--- src/rtl/multicycle_control_pkg.sv ---
// Shared types and constants for the multi-cycle MIPS control unit:
// FSM states, opcode/funct values, ALU operation codes, mux encodings
// and the R-type funct -> ALU operation table.
package mc_ctrl_pkg;

  typedef enum logic [2:0] {
    S_FETCH  = 3'd0,
    S_DECODE = 3'd1,
    S_EXEC   = 3'd2,
    S_MEM    = 3'd3,
    S_WB     = 3'd4,
    S_HALT   = 3'd5,
    S_FAULT  = 3'd6
  } state_e;

  // Opcodes (IR[31:26])
  localparam logic [5:0] OP_RTYPE = 6'b000000;
  localparam logic [5:0] OP_J     = 6'b000010;
  localparam logic [5:0] OP_JAL   = 6'b000011;
  localparam logic [5:0] OP_BEQ   = 6'b000100;
  localparam logic [5:0] OP_BNE   = 6'b000101;
  localparam logic [5:0] OP_ADDI  = 6'b001000;
  localparam logic [5:0] OP_SLTI  = 6'b001010;
  localparam logic [5:0] OP_ANDI  = 6'b001100;
  localparam logic [5:0] OP_ORI   = 6'b001101;
  localparam logic [5:0] OP_XORI  = 6'b001110;
  localparam logic [5:0] OP_LUI   = 6'b001111;
  localparam logic [5:0] OP_LW    = 6'b100011;
  localparam logic [5:0] OP_SW    = 6'b101011;

  // R-type function codes (IR[5:0])
  localparam logic [5:0] FN_SLL     = 6'b000000;
  localparam logic [5:0] FN_SRL     = 6'b000010;
  localparam logic [5:0] FN_SRA     = 6'b000011;
  localparam logic [5:0] FN_JR      = 6'b001000;
  localparam logic [5:0] FN_SYSCALL = 6'b001100;
  localparam logic [5:0] FN_ADD     = 6'b100000;
  localparam logic [5:0] FN_ADDU    = 6'b100001;
  localparam logic [5:0] FN_SUB     = 6'b100010;
  localparam logic [5:0] FN_SUBU    = 6'b100011;
  localparam logic [5:0] FN_AND     = 6'b100100;
  localparam logic [5:0] FN_OR      = 6'b100101;
  localparam logic [5:0] FN_XOR     = 6'b100110;
  localparam logic [5:0] FN_NOR     = 6'b100111;
  localparam logic [5:0] FN_SLT     = 6'b101010;

  typedef enum logic [3:0] {
    ALU_ADD = 4'd0,
    ALU_SUB = 4'd1,
    ALU_AND = 4'd2,
    ALU_OR  = 4'd3,
    ALU_XOR = 4'd4,
    ALU_NOR = 4'd5,
    ALU_SLT = 4'd6,
    ALU_SLL = 4'd7,
    ALU_SRL = 4'd8,
    ALU_SRA = 4'd9,
    ALU_LUI = 4'd10
  } alu_op_e;

  typedef enum logic [1:0] {
    PC_ALU    = 2'b00,  // ALU result (PC+4)
    PC_ALUOUT = 2'b01,  // registered branch target
    PC_JUMP   = 2'b10,  // {PC[31:28], target, 2'b00}
    PC_RS     = 2'b11   // register rs (jr)
  } pc_src_e;

  typedef enum logic [1:0] {
    SRCB_RT     = 2'b00,
    SRCB_FOUR   = 2'b01,
    SRCB_IMM    = 2'b10,
    SRCB_IMM_SH = 2'b11
  } alu_src_b_e;

  // Full set of datapath control strobes, assembled in one place per state.
  typedef struct packed {
    logic       pc_write;
    logic       pc_write_cond;
    logic       bne_or_beq;
    pc_src_e    pc_src;
    logic       ir_write;
    logic       iord;
    logic       mem_read;
    logic       mem_write;
    logic       reg_write;
    logic       reg_dst;
    logic       mem_to_reg;
    logic       is_jal;
    logic       alu_src_a;
    alu_src_b_e alu_src_b;
    logic       zero_extend;
    alu_op_e    alu_op;
  } ctrl_t;

  typedef struct packed {
    logic    valid;
    alu_op_e op;
  } funct_entry_t;

  // R-type funct -> ALU operation; jr/syscall are not ALU ops and are absent.
  function automatic funct_entry_t funct_to_alu(input logic [5:0] funct);
    funct_entry_t e;
    e.valid = 1'b1;
    e.op    = ALU_ADD;
    case (funct)
      FN_ADD, FN_ADDU: e.op = ALU_ADD;
      FN_SUB, FN_SUBU: e.op = ALU_SUB;
      FN_AND:          e.op = ALU_AND;
      FN_OR:           e.op = ALU_OR;
      FN_XOR:          e.op = ALU_XOR;
      FN_NOR:          e.op = ALU_NOR;
      FN_SLT:          e.op = ALU_SLT;
      FN_SLL:          e.op = ALU_SLL;
      FN_SRL:          e.op = ALU_SRL;
      FN_SRA:          e.op = ALU_SRA;
      default:         e.valid = 1'b0;
    endcase
    return e;
  endfunction

endpackage

--- src/rtl/multicycle_control_if.sv ---
// Bundle between the control unit and the datapath: instruction fields and
// memory/register-file status in, control strobes and status out.
interface multicycle_control_if #(
  parameter int CNT_W   = 32,
  parameter int ALUOP_W = 4
);
  logic [5:0]         op;
  logic [5:0]         funct;
  logic               mem_ready;
  logic               syscall_exit;

  logic               pc_write;
  logic               pc_write_cond;
  logic               bne_or_beq;
  logic [1:0]         pc_src;
  logic               ir_write;
  logic               iord;
  logic               mem_read;
  logic               mem_write;
  logic               reg_write;
  logic               reg_dst;
  logic               mem_to_reg;
  logic               is_jal;
  logic               alu_src_a;
  logic [1:0]         alu_src_b;
  logic               zero_extend;
  logic [ALUOP_W-1:0] alu_op;
  logic               halted;
  logic               fault;
  logic [CNT_W-1:0]   instr_count;

  // Control unit side
  modport master (
    input  op, funct, mem_ready, syscall_exit,
    output pc_write, pc_write_cond, bne_or_beq, pc_src, ir_write, iord,
           mem_read, mem_write, reg_write, reg_dst, mem_to_reg, is_jal,
           alu_src_a, alu_src_b, zero_extend, alu_op, halted, fault,
           instr_count
  );

  // Datapath side
  modport slave (
    output op, funct, mem_ready, syscall_exit,
    input  pc_write, pc_write_cond, bne_or_beq, pc_src, ir_write, iord,
           mem_read, mem_write, reg_write, reg_dst, mem_to_reg, is_jal,
           alu_src_a, alu_src_b, zero_extend, alu_op, halted, fault,
           instr_count
  );
endinterface

--- src/rtl/multicycle_control_alu_decode.sv ---
// Combinational op/funct decode: ALU operation, immediate zero-extension and
// an illegal-instruction flag. Kept free of FSM state so a pipelined control
// can reuse it unchanged.
module mc_alu_decode
  import mc_ctrl_pkg::*;
(
  input  logic [5:0] op,
  input  logic [5:0] funct,
  output alu_op_e    alu_op,
  output logic       zero_extend,
  output logic       illegal
);

  funct_entry_t fe;

  // Classify the instruction and pick its ALU operation.
  always_comb begin
    // NOTE: every output gets a default before the case so no path leaves a
    // value unassigned, which would otherwise infer a latch.
    fe          = funct_to_alu(funct);
    alu_op      = ALU_ADD;
    zero_extend = 1'b0;
    illegal     = 1'b0;
    case (op)
      OP_RTYPE: begin
        if (fe.valid) alu_op = fe.op;
        else          illegal = !(funct == FN_JR || funct == FN_SYSCALL);
      end
      OP_J, OP_JAL, OP_LW, OP_SW, OP_ADDI: alu_op = ALU_ADD;
      OP_BEQ, OP_BNE: alu_op = ALU_SUB;
      OP_SLTI:        alu_op = ALU_SLT;
      OP_ANDI: begin alu_op = ALU_AND; zero_extend = 1'b1; end
      OP_ORI:  begin alu_op = ALU_OR;  zero_extend = 1'b1; end
      OP_XORI: begin alu_op = ALU_XOR; zero_extend = 1'b1; end
      OP_LUI:         alu_op = ALU_LUI;
      default:        illegal = 1'b1;
    endcase
  end

endmodule

--- src/rtl/multicycle_control.sv ---
// Multi-cycle MIPS control FSM: FETCH/DECODE/EXEC/MEM/WB over a shared
// ready-handshaked memory port, with memory wait timeout, sticky HALT on the
// exit syscall, sticky FAULT on illegal instructions, and a saturating
// retired-instruction counter.
module multicycle_control
  import mc_ctrl_pkg::*;
#(
  parameter int MEM_WAIT_MAX = 15,
  parameter int CNT_W        = 32,
  parameter int ALUOP_W      = 4
) (
  input logic                 clk,
  input logic                 rst,
  multicycle_control_if.master bus
);

  localparam int WAIT_W = (MEM_WAIT_MAX > 0) ? $clog2(MEM_WAIT_MAX + 1) : 1;

  state_e            state_q, state_d;
  logic [WAIT_W-1:0] wait_q;
  logic [CNT_W-1:0]  cnt_q;
  logic              halted_q, fault_q;
  ctrl_t             c;

  alu_op_e dec_alu_op;
  logic    dec_zext, dec_illegal;

  mc_alu_decode u_alu_decode (
    .op         (bus.op),
    .funct      (bus.funct),
    .alu_op     (dec_alu_op),
    .zero_extend(dec_zext),
    .illegal    (dec_illegal)
  );

  logic is_rtype, is_jr, is_sys, is_jump, is_lw, is_sw, is_branch;
  logic mem_req, timeout, retire;

  assign is_rtype  = (bus.op == OP_RTYPE);
  assign is_jr     = is_rtype && (bus.funct == FN_JR);
  assign is_sys    = is_rtype && (bus.funct == FN_SYSCALL);
  assign is_jump   = (bus.op == OP_J) || (bus.op == OP_JAL);
  assign is_lw     = (bus.op == OP_LW);
  assign is_sw     = (bus.op == OP_SW);
  assign is_branch = (bus.op == OP_BEQ) || (bus.op == OP_BNE);

  // A request is outstanding in FETCH and MEM; ready is ignored elsewhere.
  assign mem_req = (state_q == S_FETCH) || (state_q == S_MEM);
  // Ready in the limit cycle still completes the request.
  assign timeout = (MEM_WAIT_MAX != 0) && mem_req && !bus.mem_ready &&
                   (wait_q == WAIT_W'(MEM_WAIT_MAX));
  // Completed instructions return to FETCH; the exit syscall retires into HALT.
  assign retire  = ((state_d == S_FETCH) &&
                    (state_q inside {S_DECODE, S_EXEC, S_MEM, S_WB})) ||
                   ((state_d == S_HALT) && (state_q != S_HALT));

  // State register.
  always_ff @(posedge clk) begin
    // NOTE: sequential state uses non-blocking assignments so every register
    // samples pre-edge values regardless of block ordering.
    if (rst) state_q <= S_FETCH;
    else     state_q <= state_d;
  end

  // Next-state selection.
  always_comb begin
    state_d = state_q;
    case (state_q)
      S_FETCH: begin
        if (timeout)            state_d = S_FAULT;
        else if (bus.mem_ready) state_d = S_DECODE;
      end
      S_DECODE: begin
        if (dec_illegal)          state_d = S_FAULT;
        else if (is_jump || is_jr) state_d = S_FETCH;
        else if (is_sys)          state_d = bus.syscall_exit ? S_HALT : S_FETCH;
        else                      state_d = S_EXEC;
      end
      S_EXEC: begin
        if (is_lw || is_sw)  state_d = S_MEM;
        else if (is_branch)  state_d = S_FETCH;
        else                 state_d = S_WB;
      end
      S_MEM: begin
        if (timeout)            state_d = S_FAULT;
        else if (bus.mem_ready) state_d = is_lw ? S_WB : S_FETCH;
      end
      S_WB:    state_d = S_FETCH;
      S_HALT:  state_d = S_HALT;
      S_FAULT: state_d = S_FAULT;
      default: state_d = S_FAULT;
    endcase
  end

  // Memory wait-state counter: counts stalled request cycles, clears on ready.
  always_ff @(posedge clk) begin
    if (rst || !mem_req || bus.mem_ready || (MEM_WAIT_MAX == 0)) wait_q <= '0;
    else if (!timeout)                                           wait_q <= wait_q + WAIT_W'(1);
  end

  // Retire counter and sticky halt/fault flags.
  always_ff @(posedge clk) begin
    if (rst) begin
      cnt_q    <= '0;
      halted_q <= 1'b0;
      fault_q  <= 1'b0;
    end else begin
      if (retire && (cnt_q != '1)) cnt_q <= cnt_q + CNT_W'(1);
      if (state_d == S_HALT)       halted_q <= 1'b1;
      if (state_d == S_FAULT)      fault_q  <= 1'b1;
    end
  end

  // Control strobes decoded from state and instruction fields.
  always_comb begin
    c = '0;
    case (state_q)
      S_FETCH: begin
        c.mem_read = 1'b1;
        if (bus.mem_ready) begin
          c.ir_write  = 1'b1;
          c.pc_write  = 1'b1;
          c.pc_src    = PC_ALU;
          c.alu_src_b = SRCB_FOUR;
          c.alu_op    = ALU_ADD;
        end
      end
      S_DECODE: begin
        c.alu_src_b = SRCB_IMM_SH;
        c.alu_op    = ALU_ADD;
        if (is_jump) begin
          c.pc_write = 1'b1;
          c.pc_src   = PC_JUMP;
          if (bus.op == OP_JAL) begin
            c.reg_write = 1'b1;
            c.is_jal    = 1'b1;
          end
        end else if (is_jr) begin
          c.pc_write = 1'b1;
          c.pc_src   = PC_RS;
        end
      end
      S_EXEC: begin
        c.alu_src_a = 1'b1;
        if (is_rtype) begin
          c.alu_src_b = SRCB_RT;
          c.alu_op    = dec_alu_op;
        end else if (is_lw || is_sw) begin
          c.alu_src_b = SRCB_IMM;
          c.alu_op    = ALU_ADD;
        end else if (is_branch) begin
          c.alu_src_b     = SRCB_RT;
          c.alu_op        = ALU_SUB;
          c.pc_write_cond = 1'b1;
          c.pc_src        = PC_ALUOUT;
          c.bne_or_beq    = bus.op[0];
        end else begin
          c.alu_src_b   = SRCB_IMM;
          c.alu_op      = dec_alu_op;
          c.zero_extend = dec_zext;
        end
      end
      S_MEM: begin
        c.iord      = 1'b1;
        c.mem_read  = is_lw;
        c.mem_write = is_sw;
      end
      S_WB: begin
        c.reg_write  = 1'b1;
        c.reg_dst    = is_rtype;
        c.mem_to_reg = is_lw;
      end
      default: c = '0;
    endcase
    if (rst) c = '0;
  end

  assign bus.pc_write      = c.pc_write;
  assign bus.pc_write_cond = c.pc_write_cond;
  assign bus.bne_or_beq    = c.bne_or_beq;
  assign bus.pc_src        = c.pc_src;
  assign bus.ir_write      = c.ir_write;
  assign bus.iord          = c.iord;
  assign bus.mem_read      = c.mem_read;
  assign bus.mem_write     = c.mem_write;
  assign bus.reg_write     = c.reg_write;
  assign bus.reg_dst       = c.reg_dst;
  assign bus.mem_to_reg    = c.mem_to_reg;
  assign bus.is_jal        = c.is_jal;
  assign bus.alu_src_a     = c.alu_src_a;
  assign bus.alu_src_b     = c.alu_src_b;
  assign bus.zero_extend   = c.zero_extend;
  assign bus.alu_op        = ALUOP_W'(c.alu_op);
  assign bus.halted        = halted_q && !rst;
  assign bus.fault         = fault_q && !rst;
  assign bus.instr_count   = rst ? '0 : cnt_q;

endmodule

--- src/flat_wrapper.sv ---
// flat-port wrapper written by rule: the top's interface ports become plain ports
module multicycle_control_flat import mc_ctrl_pkg::*;
#(
  parameter int MEM_WAIT_MAX = 15,
  parameter int CNT_W        = 32,
  parameter int ALUOP_W      = 4
)
  (clk, rst, bus_op, bus_funct, bus_mem_ready, bus_syscall_exit, bus_pc_write, bus_pc_write_cond, bus_bne_or_beq, bus_pc_src, bus_ir_write, bus_iord, bus_mem_read, bus_mem_write, bus_reg_write, bus_reg_dst, bus_mem_to_reg, bus_is_jal, bus_alu_src_a, bus_alu_src_b, bus_zero_extend, bus_alu_op, bus_halted, bus_fault, bus_instr_count);
  multicycle_control_if #(.CNT_W(CNT_W), .ALUOP_W(ALUOP_W)) bus_i ();
  input logic clk;
  input logic rst;
  input wire logic [$bits(bus_i.op)-1:0] bus_op;
  input wire logic [$bits(bus_i.funct)-1:0] bus_funct;
  input wire logic [$bits(bus_i.mem_ready)-1:0] bus_mem_ready;
  input wire logic [$bits(bus_i.syscall_exit)-1:0] bus_syscall_exit;
  output wire logic [$bits(bus_i.pc_write)-1:0] bus_pc_write;
  output wire logic [$bits(bus_i.pc_write_cond)-1:0] bus_pc_write_cond;
  output wire logic [$bits(bus_i.bne_or_beq)-1:0] bus_bne_or_beq;
  output wire logic [$bits(bus_i.pc_src)-1:0] bus_pc_src;
  output wire logic [$bits(bus_i.ir_write)-1:0] bus_ir_write;
  output wire logic [$bits(bus_i.iord)-1:0] bus_iord;
  output wire logic [$bits(bus_i.mem_read)-1:0] bus_mem_read;
  output wire logic [$bits(bus_i.mem_write)-1:0] bus_mem_write;
  output wire logic [$bits(bus_i.reg_write)-1:0] bus_reg_write;
  output wire logic [$bits(bus_i.reg_dst)-1:0] bus_reg_dst;
  output wire logic [$bits(bus_i.mem_to_reg)-1:0] bus_mem_to_reg;
  output wire logic [$bits(bus_i.is_jal)-1:0] bus_is_jal;
  output wire logic [$bits(bus_i.alu_src_a)-1:0] bus_alu_src_a;
  output wire logic [$bits(bus_i.alu_src_b)-1:0] bus_alu_src_b;
  output wire logic [$bits(bus_i.zero_extend)-1:0] bus_zero_extend;
  output wire logic [$bits(bus_i.alu_op)-1:0] bus_alu_op;
  output wire logic [$bits(bus_i.halted)-1:0] bus_halted;
  output wire logic [$bits(bus_i.fault)-1:0] bus_fault;
  output wire logic [$bits(bus_i.instr_count)-1:0] bus_instr_count;
  assign bus_i.op = bus_op;
  assign bus_i.funct = bus_funct;
  assign bus_i.mem_ready = bus_mem_ready;
  assign bus_i.syscall_exit = bus_syscall_exit;
  assign bus_pc_write = bus_i.pc_write;
  assign bus_pc_write_cond = bus_i.pc_write_cond;
  assign bus_bne_or_beq = bus_i.bne_or_beq;
  assign bus_pc_src = bus_i.pc_src;
  assign bus_ir_write = bus_i.ir_write;
  assign bus_iord = bus_i.iord;
  assign bus_mem_read = bus_i.mem_read;
  assign bus_mem_write = bus_i.mem_write;
  assign bus_reg_write = bus_i.reg_write;
  assign bus_reg_dst = bus_i.reg_dst;
  assign bus_mem_to_reg = bus_i.mem_to_reg;
  assign bus_is_jal = bus_i.is_jal;
  assign bus_alu_src_a = bus_i.alu_src_a;
  assign bus_alu_src_b = bus_i.alu_src_b;
  assign bus_zero_extend = bus_i.zero_extend;
  assign bus_alu_op = bus_i.alu_op;
  assign bus_halted = bus_i.halted;
  assign bus_fault = bus_i.fault;
  assign bus_instr_count = bus_i.instr_count;
  multicycle_control #(.MEM_WAIT_MAX(MEM_WAIT_MAX), .CNT_W(CNT_W), .ALUOP_W(ALUOP_W)) u_core (.clk(clk), .rst(rst), .bus(bus_i));
endmodule
--- config.mk ---
export PLATFORM = sky130hd
export DESIGN_NAME = multicycle_control_flat
export DESIGN_NICKNAME = d
export VERILOG_FILES = /design/src/rtl/multicycle_control_pkg.sv /design/src/rtl/multicycle_control_if.sv /design/src/rtl/multicycle_control_alu_decode.sv /design/src/rtl/multicycle_control.sv /design/src/flat_wrapper.sv
export SDC_FILE = /design/constraint.sdc
export NUM_CORES = 1
export LEC_CHECK = 0
export ABC_CLOCK_PERIOD_IN_PS = 2900
export CAP_MARGIN = 20
export CORE_MARGIN = 10
export CORE_UTILIZATION = 60
export CTS_CLUSTER_DIAMETER = 100
export DETAILED_ROUTE_END_ITERATION = 10
export DONT_BUFFER_PORTS = 1
export HOLD_SLACK_MARGIN = 0.12
export PLACE_DENSITY = 0.81
export SLEW_MARGIN = 15
export SYNTH_ARGS = -nofsm -noshare
export SYNTH_HDL_FRONTEND = slang
export SYNTH_SLANG_ARGS = --single-unit
--- constraint.sdc ---
create_clock -name clk -period 2.9 [get_ports clk]
set_clock_uncertainty 0.05 [all_clocks]
set_input_delay 0.29 -clock clk [delete_from_list [all_inputs] [get_ports clk]]
set_output_delay 0.29 -clock clk [all_outputs]
set_load 0.01 [all_outputs]
---- Word level (Yosys, flattened, before mapping) ----
Cells that the tools add are included.
storage, ports and cells
  register bits after elaboration ......... 41
  input bits .............................. 16
  output and inout bits ................... 55
  word-level logic and storage cells ...... 130
cells by class
  add/subtract/negate cells ............... 2
  equality and inequality tests ........... 35
  multiplexer cells ....................... 56
  reductions and logical operators ........ 32
operators by type and width
  kind                                           number
  == test 6 bit, second input constant           11
  == test 6 x 4 -> 1 bit, second input constant  8
  one-hot mux 4 bit (9 select lines)             1
  two-way mux 3 bit                              11
  adder 32 x 1 -> 32 bit, second input constant  1
  two-way mux 32 bit                             1
  two-way mux 4 bit                              8
  inequality test 32 bit, second input constant  1
  one-hot mux 4 bit (7 select lines)             1
  == test 6 x 2 -> 1 bit, second input constant  4
  OR reduction 12 bit                            2
  two-way mux 21 bit                             1
  two-way mux 1 bit                              19
  one-hot mux 3 bit (6 select lines)             1
  two-way mux 2 bit                              7
  == test 3 bit, second input constant           4
  == test 6 x 3 -> 1 bit, second input constant  2
  logical NOT 6 bit                              2
  one-hot mux 2 bit (3 select lines)             2
  logical AND 1 bit                              9
  logical OR 1 bit                               9
  one-hot mux 1 bit (2 select lines)             4
  == test 3 x 2 -> 1 bit, second input constant  2
  logical NOT 3 bit                              2
  other kinds (8)                                12

---- Logic depth before layout (Yosys ltp) ----
Gate-level depths: netlist of run 1.
  word-level depth ........................ 11
  gate-level depth with buffers ........... 10
  depth with buffers taken out ............ 7

---- Cells and area by module ----
Synthesis of run 1 repeated with hierarchy kept, for this count alone.
second synthesis, totals
  cells, all modules ...................... 406
  area, all modules ....................... 3070.4 um^2
by module, submodules not included
  module              instances  cells an instance  area an instance (um^2)  sequential area each (um^2)
  multicycle_control  1          355                2733.9                   820.8
  mc_alu_decode       1          51                 336.6                    0.0

---- Least setup slack after synthesis of run 1 ----
No wires, ideal clock.
  kind .................................... input-to-reg
  from .................................... input bus_op[5]
  to ...................................... register u_core.cnt_q[15]
  library setup time ...................... 0.123 ns
  arrival time ............................ 2.378 ns
  data required time ...................... 2.727 ns
  setup slack ............................. 0.349 ns
  stages on the path ...................... 9
  buffers on the path ..................... 3
  cell sequence ........................... buf_2 -> or3_1 -> o211ai_2 -> o221a_2 -> or3b_1 -> buf_2 -> buf_6 -> nor4_1 -> mux2_1
between the ends
  word-level cells in the longest chain between the ends .. 10
  elaborated cells on any way between the ends .. 36
  classes of those cells .................. eq/ne: 13; mux: 10; reduce/logical: 13
ends and longest elaborated chain
  what                                                         RTL line                                            RTL
  from (decl)                                                  flat_wrapper.sv:12                                  input wire logic [$bits(bus_i.op)-1:0] bus_op;
  branches (longest 5 deep; another with OR reduction 12 bit)  --
  one-hot mux 3 bit (6 select lines) *                         multicycle_control.sv:68                            case (state_q)
  == test 3 bit or logical NOT 3 bit (tied branches)           multicycle_control.sv:55, multicycle_control.sv:53
  logical AND 1 bit (on tied branches)                         multicycle_control.sv:55, multicycle_control.sv:53
  logical OR 1 bit *                                           multicycle_control.sv:54                            (state_q inside {S_DECODE, S_EXEC, S_MEM, S_WB})) ||
  logical AND 1 bit *                                          multicycle_control.sv:108                           if (retire && (cnt_q != '1)) cnt_q <= cnt_q + CNT_W'(1);
  to (signal assigned)                                         multicycle_control.sv:108
  to (decl)                                                    multicycle_control.sv:21                            logic [CNT_W-1:0] cnt_q;
Every way passes the cells marked *.
A chain may end at the register's enable or synchronous reset.

---- Worst setup path after layout of run 1 ----
  from .................................... register u_core.state_q[0]
  to ...................................... register u_core.cnt_q[15]
between the ends
  word-level cells in the longest chain between the ends .. 10
  elaborated cells on any way between the ends .. 22
  classes of those cells .................. eq/ne: 7; mux: 5; reduce/logical: 10
ends and longest elaborated chain
  what                                                         RTL line                                                                      RTL
  from (decl)                                                  multicycle_control.sv:19                                                      state_e state_q, state_d;
  from (signal assigned)                                       multicycle_control.sv:62                                                      else state_q <= state_d;
  == test 3 x 2 -> 1 bit or logical NOT 3 bit (tied branches)  multicycle_control.sv:48, multicycle_control.sv:54, multicycle_control.sv:68
  logical OR 1 bit                                             multicycle_control.sv:48                                                      assign mem_req = (state_q == S_FETCH) || (state_q == S_MEM);
  logical AND 1 bit (2 in series)                              multicycle_control.sv:50                                                      assign timeout = (MEM_WAIT_MAX != 0) && mem_req && !bus.mem_ready &&
  two-way mux 3 bit (on tied branches)                         multicycle_control.sv:85, multicycle_control.sv:70
  one-hot mux 3 bit (6 select lines)                           multicycle_control.sv:68
  == test 3 bit or logical NOT 3 bit (tied branches)           multicycle_control.sv:55, multicycle_control.sv:53
  logical AND 1 bit (on tied branches)                         multicycle_control.sv:55, multicycle_control.sv:53
  logical OR 1 bit *                                           multicycle_control.sv:54
  logical AND 1 bit *                                          multicycle_control.sv:108
Every way passes the cells marked *; elsewhere a longest branch is shown, timed or not.

==> results of run 1 <==
-- final cells by class --
| cell class | count | share of cell area (%) |
|---|---|---|
| clock buffers | 5 | 2.16 |
| multi-input cells | 329 | 64.3 |
| repair buffers | 5 | 1.65 |
| inverters | 12 | 1.41 |
| clock inverters | 3 | 2.04 |
| well taps | 67 | 2.63 |
| flip-flops and latches | 41 | 25.8 |
-- timing repair --
item                                    in CTS  in global routing
hold buffers                                 1                  0
endpoints found under the setup margin       0                  0
hold endpoints to repair                    10                  0
-- worst max path at each step --
stage	cells after the start	endpoint	startpoint	slack, ps
after global routing	7	u_core.cnt_q[4]$_SDFFE_PP0P_	u_core.state_q[1]$_SDFF_PP0_	90
after global placement	8	u_core.cnt_q[4]$_SDFFE_PP0P_	u_core.wait_q[0]$_SDFFE_PP0N_	320
after CTS	8	u_core.cnt_q[19]$_SDFFE_PP0P_	u_core.wait_q[0]$_SDFFE_PP0N_	260
after floorplan	9	u_core.cnt_q[15]$_SDFFE_PP0P_	bus_op[5]	350
after detailed placement	8	u_core.cnt_q[19]$_SDFFE_PP0P_	u_core.wait_q[0]$_SDFFE_PP0N_	280
final	7	u_core.cnt_q[15]$_SDFFE_PP0P_	u_core.state_q[0]$_SDFF_PP0_	220
-- through the flow --
step | total power (W) | util, %
after floorplan | 0.000811 | -
after global placement | 0.000820 | 63.1
after detailed placement | 0.000827 | 63.1
after CTS | 0.00137 | 66.1
after global routing | 0.00142 | 66.1
final | 0.00136 | 66.1
-- layer usage --
metal,routed length (microns),up-vias,track usage (%)
li1,-,1454,-
met1,3360,1364,21.7
met2,3580,111,27.7
met3,745,10,6.34
met4,82,0,4.31
met5,0,-,0
-- power by group through the flow --
stage / clock, W / combinational, W / sequential, W
2_1_floorplan: 0 / 0.000213 / 0.000599
3_3_place_gp: 0 / 0.000211 / 0.000609
3_5_place_dp: 0 / 0.000218 / 0.000610
4_1_cts: 0.000549 / 0.000221 / 0.000596
5_1_grt: 0.000575 / 0.000247 / 0.000600
6_report: 0.000540 / 0.000222 / 0.000597
-- sequential cells by signal (all words and copies together), names as in the netlist --
register	flops
u_core.state_q	3
u_core.halted_q	1
u_core.fault_q	1
u_core.wait_q	4
u_core.cnt_q	32
-- cells by family (layout without fill, tap and decap cells) --
| logic type | count (synthesis) | in the layout | synth area share [%] |
|---|---|---|---|
| buffers and inverters | 45 | 25 | 6.10 |
| adder cells (fa/ha/maj) | 2 | 2 | 0.819 |
| AO/OA/AOI/OAI | 57 | 57 | 12.4 |
| AND/OR/NAND/NOR | 242 | 242 | 43.8 |
| flip-flops | 41 | 41 | 26.9 |
| XOR/XNOR | 3 | 3 | 0.860 |
| multiplexers | 25 | 25 | 9.17 |
-- cell usage in the layout, fill, tap and decap left out, types with 2 or more instances in the layout --
master | netlist | layout
nor2_1 | 62 | 62
dfxtp_1 | 41 | 41
nor2b_1 | 34 | 34
nand2_1 | 26 | 26
nor3_1 | 23 | 23
nand3_1 | 18 | 18
nand4_1 | 15 | 15
mux2_2 | 15 | 15
a21oi_1 | 14 | 14
o21ai_0 | 14 | 14
inv_1 | 12 | 12
mux2_1 | 9 | 9
or3_1 | 8 | 8
and3_1 | 7 | 7
and4_1 | 7 | 7
nor4_1 | 7 | 7
nor4b_1 | 6 | 6
or4_1 | 6 | 6
a211oi_1 | 6 | 6
nor4_2 | 5 | 5
nand2b_1 | 5 | 5
clkbuf_8 | 0 | 5
a31oi_1 | 4 | 4
and2_1 | 3 | 3
and4b_1 | 3 | 3
buf_4 | 0 | 3
o41ai_1 | 2 | 2
o31ai_1 | 2 | 2
o21bai_1 | 2 | 2
xor2_1 | 2 | 2
a32oi_1 | 2 | 2
ha_1 | 2 | 2
bufinv_16 | 0 | 2
==> out/summary.txt, run 1 <==
Status - completed
Minimum clock period - 2680 ps
Drt pass-1 iters - 5
Layout cells sized above 1 - 9.11%
Placed insts - 453
WL final - 7770 microns
Worst flop-to-flop path endpoint - u_core.cnt_q[15]$_SDFFE_PP0P_
RSZ-0062 raised after global routing - no
Combinational share of power - 16.3%
Psw - 0.000358 W
WS Path Type - register to register
Synth warn - 0
WP buf/inv - 1
CP max FO - 41
Clock buffer depth - 2
WHS Path Cells - 2
Top FF cell, synth - dfxtp_1
Layout fillers - 439
Placed cell areas - 3040 sq um
First-pass GRT wire length - 12600 microns
Yosys reg bits - 41
Clock Tree Root - clkbuf_8
R2R depth - 7
Core Area - 4820 sq um
H-tree Lvls - 2
Clock latency on the worst-skew pair - 290 ps
CP top delay family - simple AND/OR/NAND/NOR gates
Die area - 8350 sq um
Critical Path AT - 2810 ps
Hold Violations, Final - 0
WL/cell - 16.8 microns
CP required - 3030 ps
Max cap viols - 0
Post CTS Setup Buffer Count - 0
Count leader, synth - nor2_1
Pwr/cell area - 427 nW/um^2
# setup viols final - 0
Post-synth EDFFs - 0
Area leader, netlist - dfxtp_1
R2R Path Start - u_core.state_q[0]$_SDFF_PP0_
Pre-CTS WS - 278 ps
Clock Power Share - 39.7%
Net Sw Frac - 26.3%
Hold Path Class - input port to register
Crit-path cells - nand2b_1, a21oi_1, nor4b_1, or3b_1, buf_12, nor4_1, mux2_1
Seq pwr share - 43.9%
Routability cong. - 0.876
Fin Hold WS - 146 ps
Setup TNS - 0 ps
Vias - 2939
Grt ovf - 0
Avg Cell Area, Syn - 7.36 sq um
VDD IR max - 0.374 mV
Post-DRT Antenna Nets - 0
Initial DRC count - 249
# resized after CTS - 0
Max stage delay cell, worst path - dfxtp_1
Worst Hold End - u_core.cnt_q[27]$_SDFFE_PP0P_
Relative slew slack - 55.0%
Setup crit end kind - register
Gate count after technology mapping - 415
Vias in the first global route - 2551
CTS tree - built
Antenna violations before repair - 0
P_leak - 1.13 nW
Final nets - 412
Final worst path period share - 92.4%
Fmax - 373 MHz
Total track usage - 17.4%
Die W - 91.4 microns
Post-route cell area - 3180 sq um
Hold path start - rst
Flop2flop setup slack - 220 ps
CTS Buf Count - 5
Multi-input gate area - 2050 sq um
# IOs - 71
Diode count - 0
Layout area overhead - 4.22%
Die Ht - 91.4 microns
Crit-path max cell delay - 620 ps
Dominant cells by area after synthesis - dfxtp_1 (27%), nor2_1 (7.6%), nor2b_1 (7.0%)
Count of cell types in the netlist - 54
Via density - 6.36
Largest net degree at the start of global routing - 70
Max-slew violation count - 0
Post-synthesis instance area - 3060 sq um
Port Buf Inserts - 0
Crit start category - register
CTS Sinks - 41
Starting Density - 63.4%
Storage cell area - 821 sq um
Sequential area share after synthesis - 26.9%
Syn Nets - 433
Commonest cells post-synth - nor2_1 (62), dfxtp_1 (41), nor2b_1 (34), nand2_1 (26), nor3_1 (23)
Post-synthesis async set-or-reset flop share - 0%
Setup slack after layout - 220 ps
DRC viols - 0
Num rows - 25
Reg clk slew, reported paths - 70 ps
Internal power - 0.00100 W
Slew @ Worst Pin - 666 ps
Non-filler cells, final - 462
Post-DP HPWL - 5590 microns
Area fraction of the dominant cell type after synthesis - 26.9%
Power figures use the tool's default switching activity.
==> run 2, diff against run 1 <==
CAP_MARGIN = not set   (was 20)
CTS_CLUSTER_SIZE = 25   (was not set)
==> results of run 2 <==
No change in the layout: final DEF, timing and power equal those of run 1.
==> run 3, diff against run 2 <==
TNS_END_PERCENT = 30   (was not set)
==> results of run 3 <==
No change in the layout: final DEF, timing and power equal those of run 1.
